$ cat config.mk
export PLATFORM = sky130hd
export DESIGN_NAME = a2d_sched
export DESIGN_NICKNAME = d
export VERILOG_FILES = /design/src/rtl/sensor_pkg.sv /design/src/rtl/sched_timer.sv /design/src/rtl/a2d_sched.sv
export SDC_FILE = /design/constraint.sdc
export NUM_CORES = 1
export LEC_CHECK = 0
export ABC_AREA = 0
export CORE_MARGIN = 2
export CORE_UTILIZATION = 49
export DETAILED_ROUTE_END_ITERATION = 10
export PLACE_DENSITY_LB_ADDON = 0.3
export SYNTH_ARGS = -nofsm -noshare
export SYNTH_HDL_FRONTEND = slang
export SYNTH_SLANG_ARGS = --single-unit
$ cat constraint.sdc
create_clock -name clk -period 2.43 [get_ports clk]
set_clock_uncertainty 0.1 [all_clocks]
set_input_delay 0.486 -clock clk [delete_from_list [all_inputs] [get_ports clk]]
set_output_delay 0.486 -clock clk [all_outputs]
set_load 0.05 [all_outputs]
$ cat src/rtl/sensor_pkg.sv
// Shared types and constants for the A2D scheduler: channel encodings as seen
// by the SPI A2D interface, scheduler FSM states, default timing constants and
// small helpers for round-robin order and update-strobe bit mapping.
package sensor_pkg;

    // A2D multiplexer codes; channel 2 is not wired to a sensor.
    typedef enum logic [2:0] {
        CH_BATT   = 3'd0,
        CH_CURR   = 3'd1,
        CH_BRAKE  = 3'd3,
        CH_TORQUE = 3'd4
    } channel_t;

    typedef enum logic [1:0] {
        IDLE,
        START,
        WAIT,
        LATCH
    } state_t;

    localparam int DEF_INTERVAL_REAL = 4096;
    localparam int DEF_INTERVAL_FAST = 64;
    localparam int DEF_TIMEOUT       = 1024;
    localparam int RES_W             = 12;

    // Round-robin order: batt -> curr -> brake -> torque -> batt.
    function automatic channel_t next_rr(input channel_t ch);
        channel_t nxt;
        unique case (ch)
            CH_BATT:   nxt = CH_CURR;
            CH_CURR:   nxt = CH_BRAKE;
            CH_BRAKE:  nxt = CH_TORQUE;
            CH_TORQUE: nxt = CH_BATT;
            default:   nxt = CH_BATT;
        endcase
        return nxt;
    endfunction

    // Update strobe position, bit order {torque, brake, curr, batt}.
    function automatic logic [3:0] upd_bit(input channel_t ch);
        logic [3:0] bits;
        unique case (ch)
            CH_BATT:   bits = 4'b0001;
            CH_CURR:   bits = 4'b0010;
            CH_BRAKE:  bits = 4'b0100;
            CH_TORQUE: bits = 4'b1000;
            default:   bits = 4'b0000;
        endcase
        return bits;
    endfunction

endpackage : sensor_pkg

$ cat src/rtl/sched_timer.sv
// Free-running sample-interval counter. Counts 0..INTERVAL-1 and wraps,
// raising tick for the single cycle the count sits at its terminal value.
// FAST_SIM picks the short simulation interval instead of the silicon one.
module sched_timer
    import sensor_pkg::*;
#(
    parameter int FAST_SIM      = 1,
    parameter int INTERVAL_REAL = DEF_INTERVAL_REAL,
    parameter int INTERVAL_FAST = DEF_INTERVAL_FAST
) (
    input  logic clk,
    input  logic rst_n,
    output logic tick
);

    localparam int INTERVAL = (FAST_SIM != 0) ? INTERVAL_FAST : INTERVAL_REAL;
    localparam int CNT_W    = (INTERVAL > 1) ? $clog2(INTERVAL) : 1;
    localparam logic [CNT_W-1:0] TERM = CNT_W'(INTERVAL - 1);

    logic [CNT_W-1:0] cnt;

    assign tick = (cnt == TERM);

    // Interval counter with wrap at the terminal count.
    // NOTE: sequential state uses <= so every flop samples pre-edge values,
    // independent of block ordering in the simulator.
    always_ff @(posedge clk or negedge rst_n) begin
        if (!rst_n)
            cnt <= '0;
        else if (tick)
            cnt <= '0;
        else
            cnt <= cnt + 1'b1;
    end

endmodule : sched_timer

$ cat src/rtl/a2d_sched.sv
// Shares the single SPI A2D converter among battery, current, brake and
// torque conditioning. Channels are sampled round-robin once per interval
// tick; a cadence rising edge forces an out-of-order torque sample so torque
// is captured phase-aligned to the pedal stroke. Latest results are held per
// channel with a one-cycle update strobe; a hung conversion is abandoned
// after TIMEOUT cycles with an err_to pulse.
module a2d_sched
    import sensor_pkg::*;
#(
    parameter int FAST_SIM      = 1,
    parameter int INTERVAL_REAL = DEF_INTERVAL_REAL,
    parameter int INTERVAL_FAST = DEF_INTERVAL_FAST,
    parameter int TIMEOUT       = DEF_TIMEOUT
) (
    input  logic             clk,
    input  logic             rst_n,
    input  logic             cadence_rise,
    input  logic             cnv_cmplt,
    input  logic [RES_W-1:0] res,
    output logic             strt_cnv,
    output logic [2:0]       chnnl,
    output logic [RES_W-1:0] batt,
    output logic [RES_W-1:0] curr,
    output logic [RES_W-1:0] brake,
    output logic [RES_W-1:0] torque,
    output logic [3:0]       upd,
    output logic             err_to
);

    localparam int TO_W = (TIMEOUT > 1) ? $clog2(TIMEOUT) : 1;
    localparam logic [TO_W-1:0] TO_LAST = TO_W'(TIMEOUT - 1);

    state_t         state, state_nxt;
    channel_t       rr_ptr;
    channel_t       sel_ch;
    channel_t       sel_ch_nxt;
    logic           tick;
    logic           pend_tq, pend_tick;
    logic           sel_valid;
    logic           clr_tq, clr_tick;
    logic           to_expire;
    logic           cmplt_ok;
    logic [TO_W-1:0] to_cnt;

    sched_timer #(
        .FAST_SIM      (FAST_SIM),
        .INTERVAL_REAL (INTERVAL_REAL),
        .INTERVAL_FAST (INTERVAL_FAST)
    ) u_timer (
        .clk   (clk),
        .rst_n (rst_n),
        .tick  (tick)
    );

    // Arbitration: torque requests win; a scheduled torque slot and a pending
    // cadence request are both satisfied by one conversion.
    // NOTE: every always_comb output gets a default first so no path can
    // leave it unassigned and infer a latch.
    always_comb begin
        sel_valid  = 1'b0;
        clr_tq     = 1'b0;
        clr_tick   = 1'b0;
        sel_ch_nxt = rr_ptr;
        if (state == IDLE && (pend_tq || pend_tick)) begin
            sel_valid = 1'b1;
            if (pend_tq) begin
                sel_ch_nxt = CH_TORQUE;
                clr_tq     = 1'b1;
                clr_tick   = pend_tick && (rr_ptr == CH_TORQUE);
            end else begin
                sel_ch_nxt = rr_ptr;
                clr_tick   = 1'b1;
            end
        end
    end

    assign cmplt_ok  = (state == WAIT) && cnv_cmplt;
    assign to_expire = (state == WAIT) && !cnv_cmplt && (to_cnt == TO_LAST);

    // FSM state register.
    always_ff @(posedge clk or negedge rst_n) begin
        if (!rst_n)
            state <= IDLE;
        else
            state <= state_nxt;
    end

    // FSM next-state logic.
    always_comb begin
        state_nxt = state;
        unique case (state)
            IDLE:    if (sel_valid) state_nxt = START;
            START:   state_nxt = WAIT;
            WAIT: begin
                if (cnv_cmplt)      state_nxt = LATCH;
                else if (to_expire) state_nxt = IDLE;
            end
            LATCH:   state_nxt = IDLE;
            default: state_nxt = IDLE;
        endcase
    end

    // FSM outputs: the conversion request is a single START-state cycle.
    always_comb begin
        strt_cnv = (state == START);
    end

    // Request flags; a new request wins over a same-cycle clear so no event
    // is lost while the previous one is being consumed.
    always_ff @(posedge clk or negedge rst_n) begin
        if (!rst_n) begin
            pend_tq   <= 1'b0;
            pend_tick <= 1'b0;
        end else begin
            pend_tq   <= cadence_rise || (pend_tq && !clr_tq);
            pend_tick <= tick || (pend_tick && !clr_tick);
        end
    end

    // Round-robin pointer and the channel select held from START to LATCH.
    always_ff @(posedge clk or negedge rst_n) begin
        if (!rst_n) begin
            rr_ptr <= CH_BATT;
            sel_ch <= CH_BATT;
        end else begin
            if (clr_tick)
                rr_ptr <= next_rr(rr_ptr);
            if (sel_valid)
                sel_ch <= sel_ch_nxt;
        end
    end

    assign chnnl = sel_ch;

    // WAIT-state timeout counter, parked at zero outside WAIT.
    always_ff @(posedge clk or negedge rst_n) begin
        if (!rst_n)
            to_cnt <= '0;
        else if (state == WAIT)
            to_cnt <= to_cnt + 1'b1;
        else
            to_cnt <= '0;
    end

    // Result registers, captured while res is valid so they are visible in
    // LATCH alongside the matching update strobe.
    // NOTE: the sample registers are deliberately reset; downstream logic
    // reads them directly and must never see stale or X data after reset.
    always_ff @(posedge clk or negedge rst_n) begin
        if (!rst_n) begin
            batt   <= '0;
            curr   <= '0;
            brake  <= '0;
            torque <= '0;
        end else if (cmplt_ok) begin
            unique case (sel_ch)
                CH_BATT:   batt   <= res;
                CH_CURR:   curr   <= res;
                CH_BRAKE:  brake  <= res;
                CH_TORQUE: torque <= res;
                default: ;
            endcase
        end
    end

    // One-cycle update and timeout strobes.
    always_ff @(posedge clk or negedge rst_n) begin
        if (!rst_n) begin
            upd    <= 4'b0000;
            err_to <= 1'b0;
        end else begin
            upd    <= cmplt_ok ? upd_bit(sel_ch) : 4'b0000;
            err_to <= to_expire;
        end
    end

endmodule : a2d_sched

After elaboration in Yosys (flattened, before gate mapping)
Index checks and enable logic that the tools add are counted.

word-level totals
  latch bits = 0
  output and inout port bits = 57
  memories kept = 0
  logic and storage cells = 65
  register bits after elaboration = 79
  bits in writable memories = 0
  memory bits (read-only) = 0
  input port bits = 16

cells by class
  reduce and logical (&&, ||, !) cells = 21
  multiplexer cells = 16
  div/mod/pow operators = 0
  bitwise gates (word level) = 0
  add/sub/neg operators = 2
  equality and inequality tests = 13
  shifts and indexed selects = 0
  $mul = 0
  order comparisons = 0

operator list
  kind                                                              count
  4-bit case mux with 4 select lines                                1
  10-bit by 1-bit adder with 10-bit output (second input constant)  1
  10-bit == test (second input constant)                            1
  10-bit 2-to-1 mux                                                 1
  2-bit AND reduction                                               5
  3-bit case mux with 3 select lines                                1
  2-bit case mux with 4 select lines                                1
  1-bit logical AND                                                 7
  6-bit by 1-bit adder with 6-bit output (second input constant)    1
  3-bit by 1-bit == test with 1-bit output (second input constant)  2
  3-bit by 2-bit == test with 1-bit output (second input constant)  2
  3-bit == test (second input constant)                             2
  6-bit == test (second input constant)                             1
  3-bit zero test                                                   2
  2-bit 2-to-1 mux                                                  3
  3-bit 2-to-1 mux                                                  2
  6-bit 2-to-1 mux                                                  1
  1-bit 2-to-1 mux                                                  5
  2-bit == test (second input constant)                             2
  4-bit 2-to-1 mux                                                  1
  1-bit zero test                                                   3
  1-bit logical OR                                                  3
  3-bit != test (second input constant)                             1
  2-bit by 1-bit == test with 1-bit output (second input constant)  1
  other kinds (2)                                                   2

Longest topological paths before layout
  word-level depth = 7
  depth in mapped cells = 5
  mapped depth without buffers = 4

Cells and area by module
From an unflattened synthesis, not the netlist that was laid out.

unflattened totals
  cells, all modules = 222
  area total of the unflattened synthesis = 3169.3 µm²

by module, submodules not included
  module       times used  area an instance (µm²)  cells an instance  seq. area each (µm²)
  a2d_sched    1           2926.6                  202                1826.8
  sched_timer  1           242.7                   20                 150.1

Worst setup path before layout
Ideal clock, no wire load.

  kind = register to register
  start point = register sel_ch[1], in the netlist chnnl[1]
  end point = register torque[0]
  setup slack = 305 ps
  data arrival time = 1900 ps
  cell stages (with the launch flop) = 5
  required time = 2205 ps
  library setup time = 125 ps
  path through = dfrtp_1 or3b_1 nor3_1 buf_4 mux2_2

on the way
  cells in the longest elaborated chain, start to end = 2

ends and longest elaborated chain
  what                           line              source
  from (decl)                    a2d_sched.sv:35   channel_t sel_ch;
  from (signal assigned)         a2d_sched.sv:129  sel_ch <= sel_ch_nxt;
  3-bit == test                  a2d_sched.sv:156  unique case (sel_ch)
  2-bit AND reduction (no line)  -
  to (signal assigned)           a2d_sched.sv:160  CH_TORQUE: torque <= res;
  to (decl)                      a2d_sched.sv:25   output logic [RES_W-1:0] torque,

Every way passes these cells.
A chain may end at the register's enable or synchronous reset.

Worst setup path in the final report
  start point = register sel_ch[2], in the netlist chnnl[2]
  end point = output chnnl[2]

RTL lines
  what       line             source
  to (decl)  a2d_sched.sv:21  output logic [2:0] chnnl,

No word-level cell between the ends.

==> results.cfg <==
[logic_synthesis]
synth-seq-cells = 79
syn_area_mm2 = 0.00316
async_flop_share_pct = 100
ys_types = 39
ys.flop_type = dfrtp_1
yosysSeqAreaShare_pct = 62.6
synth-edff-count = 0
postSynthCellCount = 225
avgSynthCellArea_um2 = 14.0
synth.yosys.warnings = 0
postSynthNetCount = 243

[critical_path]
start_kind = flip-flop
worst_path_largest_cell_delay_ns = 0.83
cp_cell_sequence = clkdlybuf4s50_1
critPathBufInv = 1
cp_top_family = buffers and inverters
r2r-start = chnnl[1]
cp.arrival_ns = 1.60
worstSetupPathType = reg -> out
critPathRequiredTime_ns = 1.84
crit_path_max_fanout = 4
cp-startpoint = chnnl[2]
end_kind = primary output
cp_slowest_cell = clkdlybuf4s50_1

[clock_tree]
tritoncts = done
cts_buffer_depth = 2
cts_resized = 0
cts.clk_slew.worst_paths_ns = 0.09
clk_latency_ns = 0.35
clkSinkCount = 79
cts_buffers = 9
post_cts_buffers = 0
cts-root-buf = clkbuf_8
holdBufCountCts = 0
htree_levels = 3

[cells_and_area]
layout_commonest_cell = dfrtp_1
fin_util_pct = 68.1
final_nets = 327
syn_to_final_growth_pct = 35.3
drive_gt1_share_pct = 24.8
diodes = 0
final_cell_mix = dfrtp_1, clkdlybuf4s50_1, mux2_2
nFillCells = 475

[outcome]
status = finished clean

[power_and_ir_drop]
p_leak_nw = 1.97
ir_drop_v = 0.000588
p_per_area_mw_per_mm2 = 923

[die]
die_h_um = 84.3
rows = 29
dieArea_mm2 = 0.00710
pin_count = 73
start_util_pct = 50.3
dieWidth_um = 84.3
core_mm2 = 0.00628

[sta]
max_freq_mhz = 458
rsz0062_at_grt = no
timing.final.crit_share_pct = 89.8
setup_viol = 0
hold_violations = 0
period_needed_ns = 2.18
slew_viol_final = 0
slew_headroom_pct = 64.8
hold_ws_ns = 0.0119
worst_pin_slew_ns = 0.526

[routing]
ant_nets = 0
first_iter_violations = 61
drc = 0
drt_pass1_iterations = 4
vias = 2051
finalWirelength_um = 6260
wl_per_cell_um = 16.0
vias_per_cell = 5.25

[grt]
grt_pass1_wl_um = 10700
grt_use_total_pct = 19.2
grt_pass1_vias = 2121
antenna_found_initial = 0
grt_overflow_total = 0
grt_max_degree = 42

[place]
place_hpwl_um = 4300
numPortBuffers = 72
gp_congestion = 0.783

[flow_run]
maxCapViolations = 0

[hold_path]
min_path_type = in -> async
==> final timing paths <==
path	to	slack, ns	depth (start not counted)
max	chnnl[2]	0.25	1
min reg2reg	to_cnt[0]	0.38	1
min in group clk	to_cnt[0]	0.38	1
max reg2reg	torque[6]	0.51	5
min	brake[10]	0.01	1
max in group asynchronous	batt[3]	1.63	2
==> report_power, final <==
part	switching, mW	internal (mW)	total [mW]
combinational	0.682	0.403	1.09
clock	0.482	0.789	1.27
sequential	0.117	1.47	1.59
total	1.28	2.66	3.94
==> flip-flops by register name (all words and copies together) (netlist names), 3 cells and up <==
register	flops
brake	12
chnnl	3
upd	4
curr	12
batt	12
u_timer.cnt	6
rr_ptr	3
torque	12
to_cnt	10
==> per-stage QoR <==
step | power [mW] | setup slack, ns | instance area [um^2] | std cells | TNS, ns
floorplan | 2.29 | 0.305 | 3160 | 225 | 0
global placement | 2.68 | 0.0348 | 4000 | 375 | 0
detailed placement | 2.70 | -0.00242 | 4000 | 375 | -0.00450
CTS | 3.98 | 0.234 | 4270 | 391 | 0
global route | 4.11 | 0.204 | 4270 | 391 | 0
finish | 3.94 | 0.248 | 4270 | 391 | 0
==> layer usage <==
layer / track usage, % / share of wire (%)
met1: 26.5 / 46
met2: 29.6 / 48
met3: 5.11 / 5.1
met4: 7.04 / 0.94
met5: 0 / 0
==> layout make-up <==
type	instances	area, um^2	share of cell area [%]
Sequential cell	79	1980	46.3
Multi-Input combinational cell	134	1110	26.0
Timing Repair Buffer	80	801	18.7
Clock inverter	7	145	3.40
Clock buffer	9	124	2.90
Tap cell	77	96.3	2.25
Inverter	5	18.8	0.439
==> worst register-to-register path: stages (launching register included) <==
cell and delay, ns:
dfrtp_1 0.42, or3b_1 0.42, buf_4 0.15, nor3_2 0.09, buf_4 0.24, mux2_2 0.37
==> cell usage after synthesis (4+ instances only) <==
cell	number	area share [%]
mux2_2	40	14
nor3_1	5	0.79
inv_1	5	0.59
nor2_1	11	1.3
nand3_1	8	1.3
a21oi_1	6	0.95
mux2_4	9	4.3
o21ai_0	7	1.1
nand2_1	6	0.71
xor2_1	4	1.1
dfrtp_1	79	63
==> logic make-up after synthesis <==
logic type | Yosys count | synth area share [%]
fa+ha+maj | 2 | 0.792
flops | 79 | 62.6
xor+xnor | 6 | 1.66
simple gates | 53 | 9.27
mux | 49 | 18.5
buf+inv | 12 | 2.38
compound gates | 24 | 4.75
Note: power is estimated with default switching activity, not from simulation.
